--- src/rtl/fft_bfly_sched_if.sv ---
// Handshake and address bundle between the FFT butterfly scheduler and its consumers
// (sample RAM ports, twiddle ROM, top-level control).
interface fft_bfly_sched_if #(
    parameter int LOG2N = 3
);
    logic             start;
    logic             busy;
    logic             done;
    logic [LOG2N-1:0] stage;
    logic             rd_en;
    logic [LOG2N-1:0] rd_addr_a;
    logic [LOG2N-1:0] rd_addr_b;
    logic [LOG2N-2:0] tw_idx;
    logic             wr_en;
    logic [LOG2N-1:0] wr_addr_a;
    logic [LOG2N-1:0] wr_addr_b;

    modport master (
        input  start,
        output busy, done, stage,
        output rd_en, rd_addr_a, rd_addr_b, tw_idx,
        output wr_en, wr_addr_a, wr_addr_b
    );

    modport slave (
        output start,
        input  busy, done, stage,
        input  rd_en, rd_addr_a, rd_addr_b, tw_idx,
        input  wr_en, wr_addr_a, wr_addr_b
    );
endinterface

--- src/rtl/fft_bfly_sched.sv ---
// In-place radix-2 DIT FFT sequencer: issues one butterfly read pair per cycle per stage,
// echoes the write pair LAT cycles later, drains between stages and pulses done at the end.
module fft_bfly_sched #(
    parameter int LOG2N = 3,
    parameter int LAT   = 2
) (
    input  logic                clk,
    input  logic                reset,
    fft_bfly_sched_if.master    bus
);
    localparam int HALF_N = 1 << (LOG2N - 1);
    localparam int CNT_W  = (LAT > 1) ? $clog2(LAT) : 1;

    localparam logic [1:0] IDLE  = 2'd0;
    localparam logic [1:0] ISSUE = 2'd1;
    localparam logic [1:0] DRAIN = 2'd2;
    localparam logic [1:0] DONE  = 2'd3;

    localparam logic [LOG2N-2:0] K_LAST = (LOG2N-1)'(HALF_N - 1);
    localparam logic [LOG2N-1:0] S_LAST = LOG2N'(LOG2N - 1);
    localparam logic [CNT_W-1:0] D_LAST = CNT_W'(LAT - 1);

    logic [1:0]       state;
    logic [LOG2N-2:0] k;
    logic [LOG2N-1:0] stage;
    logic [CNT_W-1:0] drain_cnt;
    logic             done_r;
    logic             issue;

    logic [LOG2N-1:0] kx;
    logic [LOG2N-1:0] half;
    logic [LOG2N-1:0] pos;
    logic [LOG2N-1:0] addr_a_c;
    logic [LOG2N-1:0] addr_b_c;
    logic [LOG2N-2:0] tw_c;

    logic [LOG2N-1:0] ra_hold;
    logic [LOG2N-1:0] rb_hold;
    logic [LOG2N-2:0] tw_hold;
    logic [LOG2N-1:0] rd_a;
    logic [LOG2N-1:0] rd_b;

    logic             vld_p  [LAT];
    logic [LOG2N-1:0] wa_p   [LAT];
    logic [LOG2N-1:0] wb_p   [LAT];

    assign issue = (state == ISSUE);

    // Butterfly k of stage s: A gets a zero inserted at bit s, B is A with that bit set.
    always_comb begin
        kx       = LOG2N'(k);
        half     = LOG2N'(1) << stage;
        pos      = kx & (half - LOG2N'(1));
        addr_a_c = ((kx >> stage) << (stage + LOG2N'(1))) | pos;
        addr_b_c = addr_a_c + half;
        tw_c     = (LOG2N-1)'(pos << (S_LAST - stage));
    end

    always_ff @(posedge clk) begin
        if (reset) begin
            state     <= IDLE;
            k         <= '0;
            stage     <= '0;
            drain_cnt <= '0;
            done_r    <= 1'b0;
            ra_hold   <= '0;
            rb_hold   <= '0;
            tw_hold   <= '0;
        end else begin
            done_r <= 1'b0;
            case (state)
                IDLE: begin
                    if (bus.start) begin
                        state <= ISSUE;
                        k     <= '0;
                        stage <= '0;
                    end
                end
                ISSUE: begin
                    ra_hold <= addr_a_c;
                    rb_hold <= addr_b_c;
                    tw_hold <= tw_c;
                    if (k == K_LAST) begin
                        k         <= '0;
                        drain_cnt <= '0;
                        state     <= DRAIN;
                    end else begin
                        k <= k + 1'b1;
                    end
                end
                DRAIN: begin
                    // Hold off the next stage until its inputs have all been written back.
                    if (drain_cnt == D_LAST) begin
                        if (stage == S_LAST) begin
                            state  <= DONE;
                            done_r <= 1'b1;
                        end else begin
                            stage <= stage + 1'b1;
                            state <= ISSUE;
                        end
                    end else begin
                        drain_cnt <= drain_cnt + 1'b1;
                    end
                end
                DONE: begin
                    state <= IDLE;
                    stage <= '0;
                end
                default: state <= IDLE;
            endcase
        end
    end

    assign rd_a = issue ? addr_a_c : ra_hold;
    assign rd_b = issue ? addr_b_c : rb_hold;

    // Stage p0 captures the issued pair; stage p(LAT-1) drives the write port.
    always_ff @(posedge clk) begin
        if (reset) begin
            for (int i = 0; i < LAT; i++) begin
                vld_p[i] <= 1'b0;
                wa_p[i]  <= '0;
                wb_p[i]  <= '0;
            end
        end else begin
            vld_p[0] <= issue;
            wa_p[0]  <= rd_a;
            wb_p[0]  <= rd_b;
            for (int i = 1; i < LAT; i++) begin
                vld_p[i] <= vld_p[i-1];
                wa_p[i]  <= wa_p[i-1];
                wb_p[i]  <= wb_p[i-1];
            end
        end
    end

    assign bus.busy      = (state == ISSUE) || (state == DRAIN);
    assign bus.done      = done_r;
    assign bus.stage     = stage;
    assign bus.rd_en     = issue;
    assign bus.rd_addr_a = rd_a;
    assign bus.rd_addr_b = rd_b;
    assign bus.tw_idx    = issue ? tw_c : tw_hold;
    assign bus.wr_en     = vld_p[LAT-1];
    assign bus.wr_addr_a = wa_p[LAT-1];
    assign bus.wr_addr_b = wb_p[LAT-1];
endmodule
--- src/flat_wrapper.sv ---
// flat-port wrapper written by rule: the top's interface ports become plain ports
module fft_bfly_sched_flat 
#(
    parameter int LOG2N = 3,
    parameter int LAT   = 2
)
  (clk, reset, bus_start, bus_busy, bus_done, bus_stage, bus_rd_en, bus_rd_addr_a, bus_rd_addr_b, bus_tw_idx, bus_wr_en, bus_wr_addr_a, bus_wr_addr_b);
  fft_bfly_sched_if #(.LOG2N(LOG2N)) bus_i ();
  input  logic clk;
  input  logic reset;
  input wire logic [$bits(bus_i.start)-1:0] bus_start;
  output wire logic [$bits(bus_i.busy)-1:0] bus_busy;
  output wire logic [$bits(bus_i.done)-1:0] bus_done;
  output wire logic [$bits(bus_i.stage)-1:0] bus_stage;
  output wire logic [$bits(bus_i.rd_en)-1:0] bus_rd_en;
  output wire logic [$bits(bus_i.rd_addr_a)-1:0] bus_rd_addr_a;
  output wire logic [$bits(bus_i.rd_addr_b)-1:0] bus_rd_addr_b;
  output wire logic [$bits(bus_i.tw_idx)-1:0] bus_tw_idx;
  output wire logic [$bits(bus_i.wr_en)-1:0] bus_wr_en;
  output wire logic [$bits(bus_i.wr_addr_a)-1:0] bus_wr_addr_a;
  output wire logic [$bits(bus_i.wr_addr_b)-1:0] bus_wr_addr_b;
  assign bus_i.start = bus_start;
  assign bus_busy = bus_i.busy;
  assign bus_done = bus_i.done;
  assign bus_stage = bus_i.stage;
  assign bus_rd_en = bus_i.rd_en;
  assign bus_rd_addr_a = bus_i.rd_addr_a;
  assign bus_rd_addr_b = bus_i.rd_addr_b;
  assign bus_tw_idx = bus_i.tw_idx;
  assign bus_wr_en = bus_i.wr_en;
  assign bus_wr_addr_a = bus_i.wr_addr_a;
  assign bus_wr_addr_b = bus_i.wr_addr_b;
  fft_bfly_sched #(.LOG2N(LOG2N), .LAT(LAT)) u_core (.clk(clk), .reset(reset), .bus(bus_i));
endmodule
--- config.mk ---
export PLATFORM = sky130hd
export DESIGN_NAME = fft_bfly_sched_flat
export DESIGN_NICKNAME = d
export VERILOG_FILES = /design/src/rtl/fft_bfly_sched_if.sv /design/src/rtl/fft_bfly_sched.sv /design/src/flat_wrapper.sv
export SDC_FILE = /design/constraint.sdc
export NUM_CORES = 1
export LEC_CHECK = 0
export BUFFER_PORTS_ARGS = -buffer_cell sky130_fd_sc_hd__buf_2
export CAP_MARGIN = 20
export CORE_MARGIN = 2
export CORE_UTILIZATION = 56
export CTS_CLUSTER_DIAMETER = 30
export DETAILED_ROUTE_END_ITERATION = 12
export PLACE_DENSITY = 0.86
export RECOVER_POWER = 100
export SKIP_LAST_GASP = 1
export SLEW_MARGIN = 20
export SYNTH_ARGS = -nofsm -noshare
export SYNTH_HDL_FRONTEND = slang
export SYNTH_SLANG_ARGS = --single-unit
--- constraint.sdc ---
create_clock -name clk -period 5.33 [get_ports clk]
set_input_delay 0 -clock clk [delete_from_list [all_inputs] [get_ports clk]]
set_output_delay 0 -clock clk [all_outputs]
set_load 0.03 [all_outputs]
* Yosys cells after proc, flatten, opt, wreduce, memory -nomap -nowiden *
Memory sizes are Yosys's and may differ from the RTL's.
Cells that the tools add are included.

operators by class
  shift-type cells = 4
  magnitude comparators = 0
  div/mod/pow operators = 0
  bitwise operators = 10
  add/subtract/negate cells = 6
  reduce and logical (&&, ||, !) cells = 10
  $mul = 0
  eq/ne operators = 9
  multiplexer cells = 28

operator list
  cell                                              number
  two-way mux 3 bit                                 9
  two-way mux 2 bit                                 7
  case mux 3 bit (3 select lines)                   1
  two-way mux 1 bit                                 8
  case mux 2 bit (4 select lines)                   1
  == test 2 bit (second input constant)             3
  != test 2 bit (second input constant)             3
  OR 1 bit                                          6
  case mux 2 bit (2 select lines)                   1
  AND reduction 2 bit                               2
  AND reduction 4 bit                               1
  nonzero test 2 bit                                2
  adder 3 x 1 -> 3 bit (second input constant)      1
  adder 3 bit                                       1
  bitwise AND 2 x 3 -> 3 bit                        1
  == test 3 x 2 -> 1 bit (second input constant)    1
  OR 3 bit                                          1
  AND reduction 3 bit                               1
  nonzero test 3 bit                                1
  OR reduction 3 bit                                1
  << shifter 1 x 3 -> 3 bit (first input constant)  1
  << shifter 3 x 3 -> 2 bit                         1
  << shifter 3 x 3 -> 3 bit                         1
  >> shifter 2 x 3 -> 3 bit                         1
  10 further kinds                                  11

word-level totals
  input bits = 3
  output and inout port bits = 21
  bits in registers = 17
  word-level logic and storage cells = 78
  latch bits = 0
  bits in read-only memories = 0
  memories kept = 3
  bits in writable memories = 14

memory list
  name          words  width  read ports  clocked after memory_dff  wr ports  RTL line              text
  u_core.wa_p   2      3      2           0                         2         fft_bfly_sched.sv:44  logic [LOG2N-1:0] wa_p [LAT];
  u_core.wb_p   2      3      2           0                         2         fft_bfly_sched.sv:45  logic [LOG2N-1:0] wb_p [LAT];
  u_core.vld_p  2      1      2           0                         2         fft_bfly_sched.sv:43  logic vld_p [LAT];

* Longest topological paths before layout *
Gate-level depths: netlist of run 1.

  depth after elaboration = 7
  depth in mapped cells = 12
  gate-level depth less buffers = 11

* Worst setup path after synthesis of run 1 *
No wires, ideal clock.

  path type = register -> register
  start = register u_core.stage[0] (netlist: u_core.bus.stage[0])
  end = register u_core.rb_hold[1]
  path slack = 2.275 ns
  cell stages (with the launch flop) = 12
  data required time = 5.264 ns
  clock period less this slack = 3.055 ns
  arrival time = 2.988 ns
  library setup time = 0.066 ns
  buffers on the path = 1
  cell sequence = dfxtp_1 -> buf_2 -> inv_1 -> ha_1 -> nor4_1 -> a32oi_1 -> inv_1 -> ha_1 -> inv_1 -> fa_1 -> mux2i_1 -> nor2b_1

on the way
  word-level cells in the longest chain between the ends = 6
  elaborated cells between the ends (all ways) = 9
  those cells by class = add/sub (3); shift (3); mux (1); bitwise (2)

RTL lines
  what                                                                          RTL line              text
  start, declared                                                               fft_bfly_sched.sv:25  logic [LOG2N-1:0] stage;
  start signal, assigned                                                        fft_bfly_sched.sv:98  stage <= stage + 1'b1;
  parallel branches: the longest is 4 deep, another holds adder 3 x 1 -> 3 bit  --
  adder 3 bit *                                                                 fft_bfly_sched.sv:55  addr_b_c = addr_a_c + half;
  two-way mux 3 bit *                                                           --
  net bus_rd_addr_b[1]                                                          flat_wrapper.sv:17    output wire logic [$bits(bus_i.rd_addr_b)-1:0] bus_rd_addr_b;
  end signal, assigned                                                          fft_bfly_sched.sv:81  rb_hold <= addr_b_c;
  end, declared                                                                 fft_bfly_sched.sv:38  logic [LOG2N-1:0] rb_hold;

Mark *: on every way through the listed nets, which the timed path passes.
A chain may end at the register's enable or synchronous reset.

* Worst setup path in the final report of run 1 *
  start = register u_core.stage[0] (netlist: u_core.bus.stage[0])
  end = output port bus_rd_addr_b[2]

on the way
  word-level cells in the longest chain between the ends = 6
  elaborated cells between the ends (all ways) = 9
  those cells by class = add/sub (3); shift (3); mux (1); bitwise (2)

RTL lines
  what                                                                          RTL line
  parallel branches: the longest is 4 deep, another holds adder 3 x 1 -> 3 bit  --
  adder 3 bit *                                                                 fft_bfly_sched.sv:55
  two-way mux 3 bit *                                                           --
  end, declared                                                                 flat_wrapper.sv:17

Every way passes the cells marked *.

==> results.py, run 1 <==
metrics = {
    "hold_path": {
        "hp-class": "in2reg",
        "holdPathStages": 2,
        "worstHoldStart": "reset",
        "hold_path_end": "u_core.vld_p[0][0]",
    },
    "job": {
        "cap_violations": 0,
    },
    "sta": {
        "final_max_slew_viol_count": 0,
        "final.setup.worst_slack_ns": 1.89,
        "fin_crit_sh": 0.645,
        "whs_ns": 0.0698,
        "max_slew_margin": 0.516,
        "layout_min_cycle_time_ns": 3.44,
        "hold_violations": 0,
        "setup_violations": 0,
        "tightest_slew_ns": 0.726,
        "setup_tns_ns": 0,
        "skew_ns": 0.00393,
        "rsz0062_at_grt": "no",
        "max_freq_ghz": 0.291,
    },
    "clocking": {
        "clk_path_buf_depth": 2,
        "cts.sinks": 25,
        "insertion_delay_ns": 0.33,
        "clk_pin_slew_ns": 0.14,
        "cts_setup_buffers": 0,
        "cts_hold_buffers": 0,
        "numCtsBuffers": 3,
        "cts_tree": "yes",
        "cts-root-buf": "clkbuf_4",
        "htree_levels": 1,
        "cts_resized": 0,
    },
    "finish": {
        "antenna_cells": 0,
        "post_route_cells_drive_above_1_share": 0.0645,
        "final_util": 0.625,
        "area_delta_synth_final_pct": 8.29,
        "fin_nets": 169,
        "fill_cells": 207,
        "design_area_um2": 1360,
    },
    "yosys": {
        "netlist_area_um2": 1250,
        "synth_nets": 147,
        "yosysWarnings": 0,
        "synth_cell_types": 38,
        "ys_seq_area_frac": 0.400,
        "syn_avg_cell_area_um2": 9.35,
        "synthCells": 134,
        "yosys_register_bits": 25,
    },
    "worst_setup_path": {
        "worst_ep_required_time_ns": 5.33,
        "path_buf_inv": 4,
        "cp_common_cell": "inv_1",
        "critPathKind": "reg2out",
        "critical_path_arrival_ns": 3.44,
        "reg2regPathDepth": 11,
        "cp-end-kind": "output pin",
        "rrSetupSlack_ns": 2.44,
        "cp_slowest_stage_delay_ns": 0.56,
        "crit_chain": "inv_1 -> ha_1 -> nor4_1 -> a32oi_1 -> inv_1 -> ha_1 -> inv_1 -> fa_1 -> xnor2_1 -> xnor2_1 -> a21oi_1 -> clkbuf_1",
        "setup.worst_path.start_class": "register",
        "cp_max_fo": 11,
        "slowest_stage": "dfxtp_1",
        "rr_startpoint": "u_core.bus.stage[0]",
        "crit_family": "adder cells",
        "worstReg2RegEnd": "u_core.wb_p[0][2]",
    },
    "detailed_routing": {
        "drt_first_iter_violations": 20,
        "routed_wl_um": 2430,
        "vias": 989,
        "drt_first_pass_iters": 4,
        "routed_via_density": 5.40,
        "avgRoutedWirePerCell_um": 13.3,
        "drc": 0,
        "ant_nets": 0,
    },
    "floorplan": {
        "die_area_um2": 2630,
        "die_y_um": 51.3,
        "fp.dieW_um": 51.3,
        "initial_core_util": 0.577,
        "coreArea_um2": 2170,
        "io_pins": 24,
        "num_rows": 17,
    },
    "global_routing": {
        "antenna_found_initial": 0,
        "grt_pass1_wl_um": 4040,
        "grt_max_degree": 26,
        "grt-ovfl-total": 0,
        "track_usage": 0.205,
        "grt_pass1_vias": 921,
    },
    "place": {
        "postPlaceCellArea_um2": 1370,
        "pre_cts_slack_ns": 2.45,
        "port_buffers": 23,
        "place_hpwl_um": 1770,
        "gp_congestion": 0.814,
    },
    "pwr": {
        "p_leak_nw": 0.534,
        "powerDensity_nw_per_um2": 481,
        "irDropWorstVdd_mv": 0.408,
    },
    "run_status": {
        "status": "completed",
    },
}
==> worst max path at each step <==
stage,startpoint,endpoint,slack (ns),depth (start not counted)
5_1_grt,u_core.bus.stage[0],bus_rd_addr_b[2],1.64,12
3_5_place_dp,u_core.bus.stage[0],bus_rd_addr_b[2],2.45,12
6_report,u_core.bus.stage[0],bus_rd_addr_b[2],1.89,12
2_1_floorplan,u_core.bus.stage[0],u_core.rb_hold[1],2.28,11
4_1_cts,u_core.bus.stage[0],bus_rd_addr_b[2],2.04,12
3_3_place_gp,u_core.bus.stage[0],bus_rd_addr_b[2],2.63,12
==> report_power, final <==
group          switching (mW)  internal [mW]
registers              0.0247          0.220
logic                   0.220         0.0966
clock network          0.0612         0.0288
==> stage by stage <==
step / instances / power, mW
CTS: 183 / 0.674
finish: 183 / 0.652
detailed placement: 179 / 0.583
floorplan: 134 / 0.510
global route: 183 / 0.698
global placement: 179 / 0.573
==> final cells by class <==
| type | count | area [um2] | area share |
|---|---|---|---|
| Multi-Input combinational cell | 93 | 663 | 0.489 |
| Sequential cell | 25 | 500 | 0.369 |
| Timing Repair Buffer | 23 | 90.1 | 0.0664 |
| Inverter | 10 | 37.5 | 0.0277 |
| Tap cell | 28 | 35.0 | 0.0258 |
| Clock buffer | 3 | 22.5 | 0.0166 |
| Clock inverter | 1 | 7.51 | 0.00554 |
==> logic make-up (layout without fill, tap and decap cells) <==
kind of cell | count (synthesis) | after routing | share of synthesized area
AND/OR/NAND/NOR | 53 | 53 | 0.260
XOR/XNOR | 4 | 4 | 0.0280
flip-flops | 25 | 25 | 0.400
buffers and inverters | 16 | 37 | 0.0549
adder cells (fa/ha/maj) | 10 | 10 | 0.106
AO/OA/AOI/OAI | 22 | 22 | 0.118
multiplexers | 4 | 4 | 0.0340
==> placed cells by master, fill, tap and decap left out, drive strengths merged, types with 3 or more instances in the layout <==
master  count
nand2b      4
clkbuf     23
a21oi       7
inv        10
dfxtp      25
nand2       5
buf         3
a32oi       5
nor2b      17
ha          9
nor3        3
nor2       11
o21ai       4
==> synthesized netlist by cell type <==
library cell,n,area (um2)
a211oi_1,2,15.0
a21oi_1,7,35.0
a311oi_1,2,17.5
a31oi_1,1,6.26
a32oi_1,5,43.8
a41o_1,1,10.0
and2_1,1,6.26
and3_1,1,6.26
buf_1,1,3.75
buf_2,1,5.00
buf_6,1,11.3
clkbuf_1,3,11.3
dfxtp_1,25,500
fa_1,1,20.0
ha_1,9,113
inv_1,10,37.5
mux2_2,2,22.5
mux2i_1,2,20.0
nand2_1,5,18.8
nand2b_1,4,25.0
nand3_1,1,5.00
nand3b_1,1,7.51
nand4_1,1,6.26
nor2_1,11,41.3
nor2b_1,16,100
nor2b_4,1,13.8
nor3_1,3,15.0
nor3b_1,1,7.51
nor4_1,1,6.26
nor4b_1,1,8.76
nor4b_4,1,23.8
o21ai_0,4,20.0
or2_4,1,8.76
or3_1,1,6.26
or3_4,1,11.3
or4_1,1,7.51
xnor2_1,2,17.5
xor2_1,2,17.5
==> state kept, by name, summed over array words and instances (netlist names) <==
| register | flops |
|---|---|
| u_core.bus.done | 1 |
| u_core.vld_p | 2 |
| u_core.ra_hold | 2 |
| u_core.k | 2 |
| u_core.rb_hold | 2 |
| u_core.wb_p | 4 |
| u_core.state | 2 |
| u_core.wa_p | 4 |
| u_core.bus.stage | 3 |
| u_core.tw_hold | 2 |
| u_core.drain_cnt | 1 |
==> metal layers <==
layer,track usage,part of all wire,vias to the layer above
li1,-,-,501
met1,0.245,0.46,467
met2,0.357,0.49,16
met3,0.0263,0.024,5
met4,0.105,0.021,0
met5,0,0,-
Note: power is estimated with default switching activity, not from simulation.
==> run 2, diff against run 1 <==
- ABC_AREA: default -> 1
- CORE_UTILIZATION: 56 -> 54
- PLACE_DENSITY: 0.86 -> 0.83
- clock period: 5.33 -> 3.3 ns (I/O delays scaled with it)
==> results.py, run 2 <==
metrics = {
    "sta": {
        "final.setup.worst_slack_ns": 0.371,
        "hold_violations": 0,
        "tightest_slew_ns": 0.415,
        "fin_crit_sh": 0.888,
        "layout_min_cycle_time_ns": 2.93,
        "whs_ns": 0.0584,
        "max_freq_ghz": 0.341,
        "final_max_slew_viol_count": 0,
        "max_slew_margin": 0.723,
        "rsz0062_at_grt": "no",
        "skew_ns": 0.00235,
        "setup_tns_ns": 0,
        "setup_violations": 0,
    },
    "clocking": {
        "cts.sinks": 25,
        "insertion_delay_ns": 0.32,
        "clk_pin_slew_ns": 0.14,
        "cts_hold_buffers": 0,
        "cts_setup_buffers": 0,
        "htree_levels": 1,
        "cts_tree": "yes",
        "numCtsBuffers": 3,
        "clk_path_buf_depth": 2,
        "cts_resized": 0,
        "cts-root-buf": "clkbuf_4",
    },
    "pwr": {
        "irDropWorstVdd_mv": 0.508,
        "powerDensity_nw_per_um2": 765,
        "p_leak_nw": 0.648,
    },
    "floorplan": {
        "io_pins": 24,
        "fp.dieW_um": 53.3,
        "die_area_um2": 2850,
        "num_rows": 17,
        "coreArea_um2": 2250,
        "die_y_um": 53.3,
        "initial_core_util": 0.583,
    },
    "detailed_routing": {
        "drt_first_iter_violations": 34,
        "routed_via_density": 5.33,
        "routed_wl_um": 2770,
        "drc": 0,
        "avgRoutedWirePerCell_um": 12.3,
        "vias": 1199,
        "drt_first_pass_iters": 5,
        "ant_nets": 0,
    },
    "worst_setup_path": {
        "critPathKind": "reg2out",
        "critical_path_arrival_ns": 2.93,
        "worstReg2RegEnd": "u_core.wb_p[0][2]",
        "setup.worst_path.start_class": "register",
        "rrSetupSlack_ns": 0.77,
        "endpoint": "bus_rd_addr_b[1]",
        "cp-end-kind": "output pin",
        "cp_max_fo": 9,
        "reg2regPathDepth": 12,
        "startpoint": "u_core.bus.stage[0]",
        "worst_ep_required_time_ns": 3.30,
        "rr_startpoint": "u_core.bus.stage[0]",
    },
    "global_routing": {
        "grt_pass1_wl_um": 4440,
        "grt-ovfl-total": 0,
        "grt_use_met1": 0.237,
        "grt_use_met3": 0.0254,
        "busiest_layer": "met2",
        "track_usage": 0.216,
        "grt_max_degree": 22,
        "antenna_found_initial": 0,
        "gr-usage-met2": 0.397,
        "grt_pass1_vias": 1092,
    },
    "yosys": {
        "synth.top_cells.by_area": "dfxtp_1 (38%), nand2_1 (12%), ha_1 (8.6%)",
        "synth_commonest_cells": "nand2_1 (41), inv_1 (28), dfxtp_1 (25)",
        "yosysMostFrequentCell": "nand2_1",
        "syn_avg_cell_area_um2": 7.51,
        "synth_cell_types": 31,
        "synth_nets": 188,
        "yosysWarnings": 0,
        "yosysTopAreaCellShare": 0.381,
        "postSynth.asyncResetShare": 0,
        "synth_edf_count": 0,
        "synthCells": 175,
        "netlist_area_um2": 1320,
        "yosys_register_bits": 25,
        "ys.flop_type": "dfxtp_1",
        "synth.largest_area_cell": "dfxtp_1",
        "ys_seq_area_frac": 0.381,
    },
    "finish": {
        "post_route_cells_drive_above_1_share": 0.0914,
        "regArea_um2": 500,
        "final_util": 0.630,
        "final_common_cell": "nand2_1",
        "fill_cells": 218,
        "area_delta_synth_final_pct": 8.09,
        "fin_nets": 211,
        "multiInputGateArea_um2": 657,
        "layout_common_cells": "nand2_1 (42), inv_1 (28), dfxtp_1 (25)",
        "antenna_cells": 0,
        "top_regs": "u_core.wa_p: 4 flops, u_core.wb_p: 4 flops, u_core.bus.stage: 3 flops",
    },
    "place": {
        "port_buffers": 23,
        "pre_cts_slack_ns": 0.796,
        "place_hpwl_um": 2030,
        "gp_congestion": 0.887,
    },
    "hold_path": {
        "holdPathStages": 2,
        "hp-class": "in2reg",
    },
    "run_status": {
        "status": "completed",
    },
    "job": {
        "cap_violations": 0,
    },
}
run 2: cell types whose count changed after synthesis, sizes merged, moves of 3 or more:
cell and change:
nor2b -17, o21ai +3, nand4 +3, nor2 +6, a21oi +9, nand2 +39
a32oi -5, nand3 +9, inv +19, nand2b -4
run 2: through the flow:
step	cell area, um2	power (mW)	std cells
2_1_floorplan	1320	0.849	175
3_3_place_gp	1430	0.943	221
3_5_place_dp	1430	0.964	221
4_1_cts	1460	1.11	225
5_1_grt	1420	1.17	225
6_report	1420	1.09	225
run 2: layout make-up:
type,count,share of cell area
Tap cell,28,0.0246
Inverter,29,0.0766
Sequential cell,25,0.352
Clock buffer,3,0.0158
Multi-Input combinational cell,116,0.462
Clock inverter,1,0.00528
Timing Repair Buffer,23,0.0634
run 2: layer usage:
| layer | part of all wire | vias to the layer above |
|---|---|---|
| met5 | 0 | - |
| met4 | 0.020 | 0 |
| met3 | 0.059 | 10 |
| met2 | 0.50 | 52 |
| met1 | 0.42 | 542 |
| li1 | - | 595 |
run 2: worst max-delay path: stages (launching register included):
cell	delay, ns
dfxtp_1	0.54
inv_1	0.16
ha_1	0.38
inv_1	0.11
nand2_1	0.07
o21bai_2	0.13
ha_1	0.16
inv_1	0.05
fa_1	0.42
o21ai_0	0.24
clkbuf_1	0.35
run 2: cells by family after synthesis:
kind of cell / Yosys count / share of synthesized area
adder cells (fa/ha/maj): 10 / 0.101
AO/OA/AOI/OAI: 26 / 0.123
flip-flops: 25 / 0.381
AND/OR/NAND/NOR: 80 / 0.287
buffers and inverters: 34 / 0.108
run 2: report_power, final:
part           switching [mW]  internal, mW  total, mW
registers              0.0444         0.354      0.399
clock network          0.0956        0.0463      0.142
logic                   0.391         0.155      0.546
run 2: worst min path at each step:
stage                          endpoint  slack, ns      start
floorplan           u_core.bus.stage[0]       0.20      reset
global placement            u_core.k[1]       0.37  bus_start
detailed placement    u_core.wa_p[0][5]       0.40      reset
CTS                   u_core.wa_p[0][5]       0.05      reset
global route          u_core.wb_p[0][3]       0.06      reset
finish                u_core.wa_p[0][5]       0.06      reset
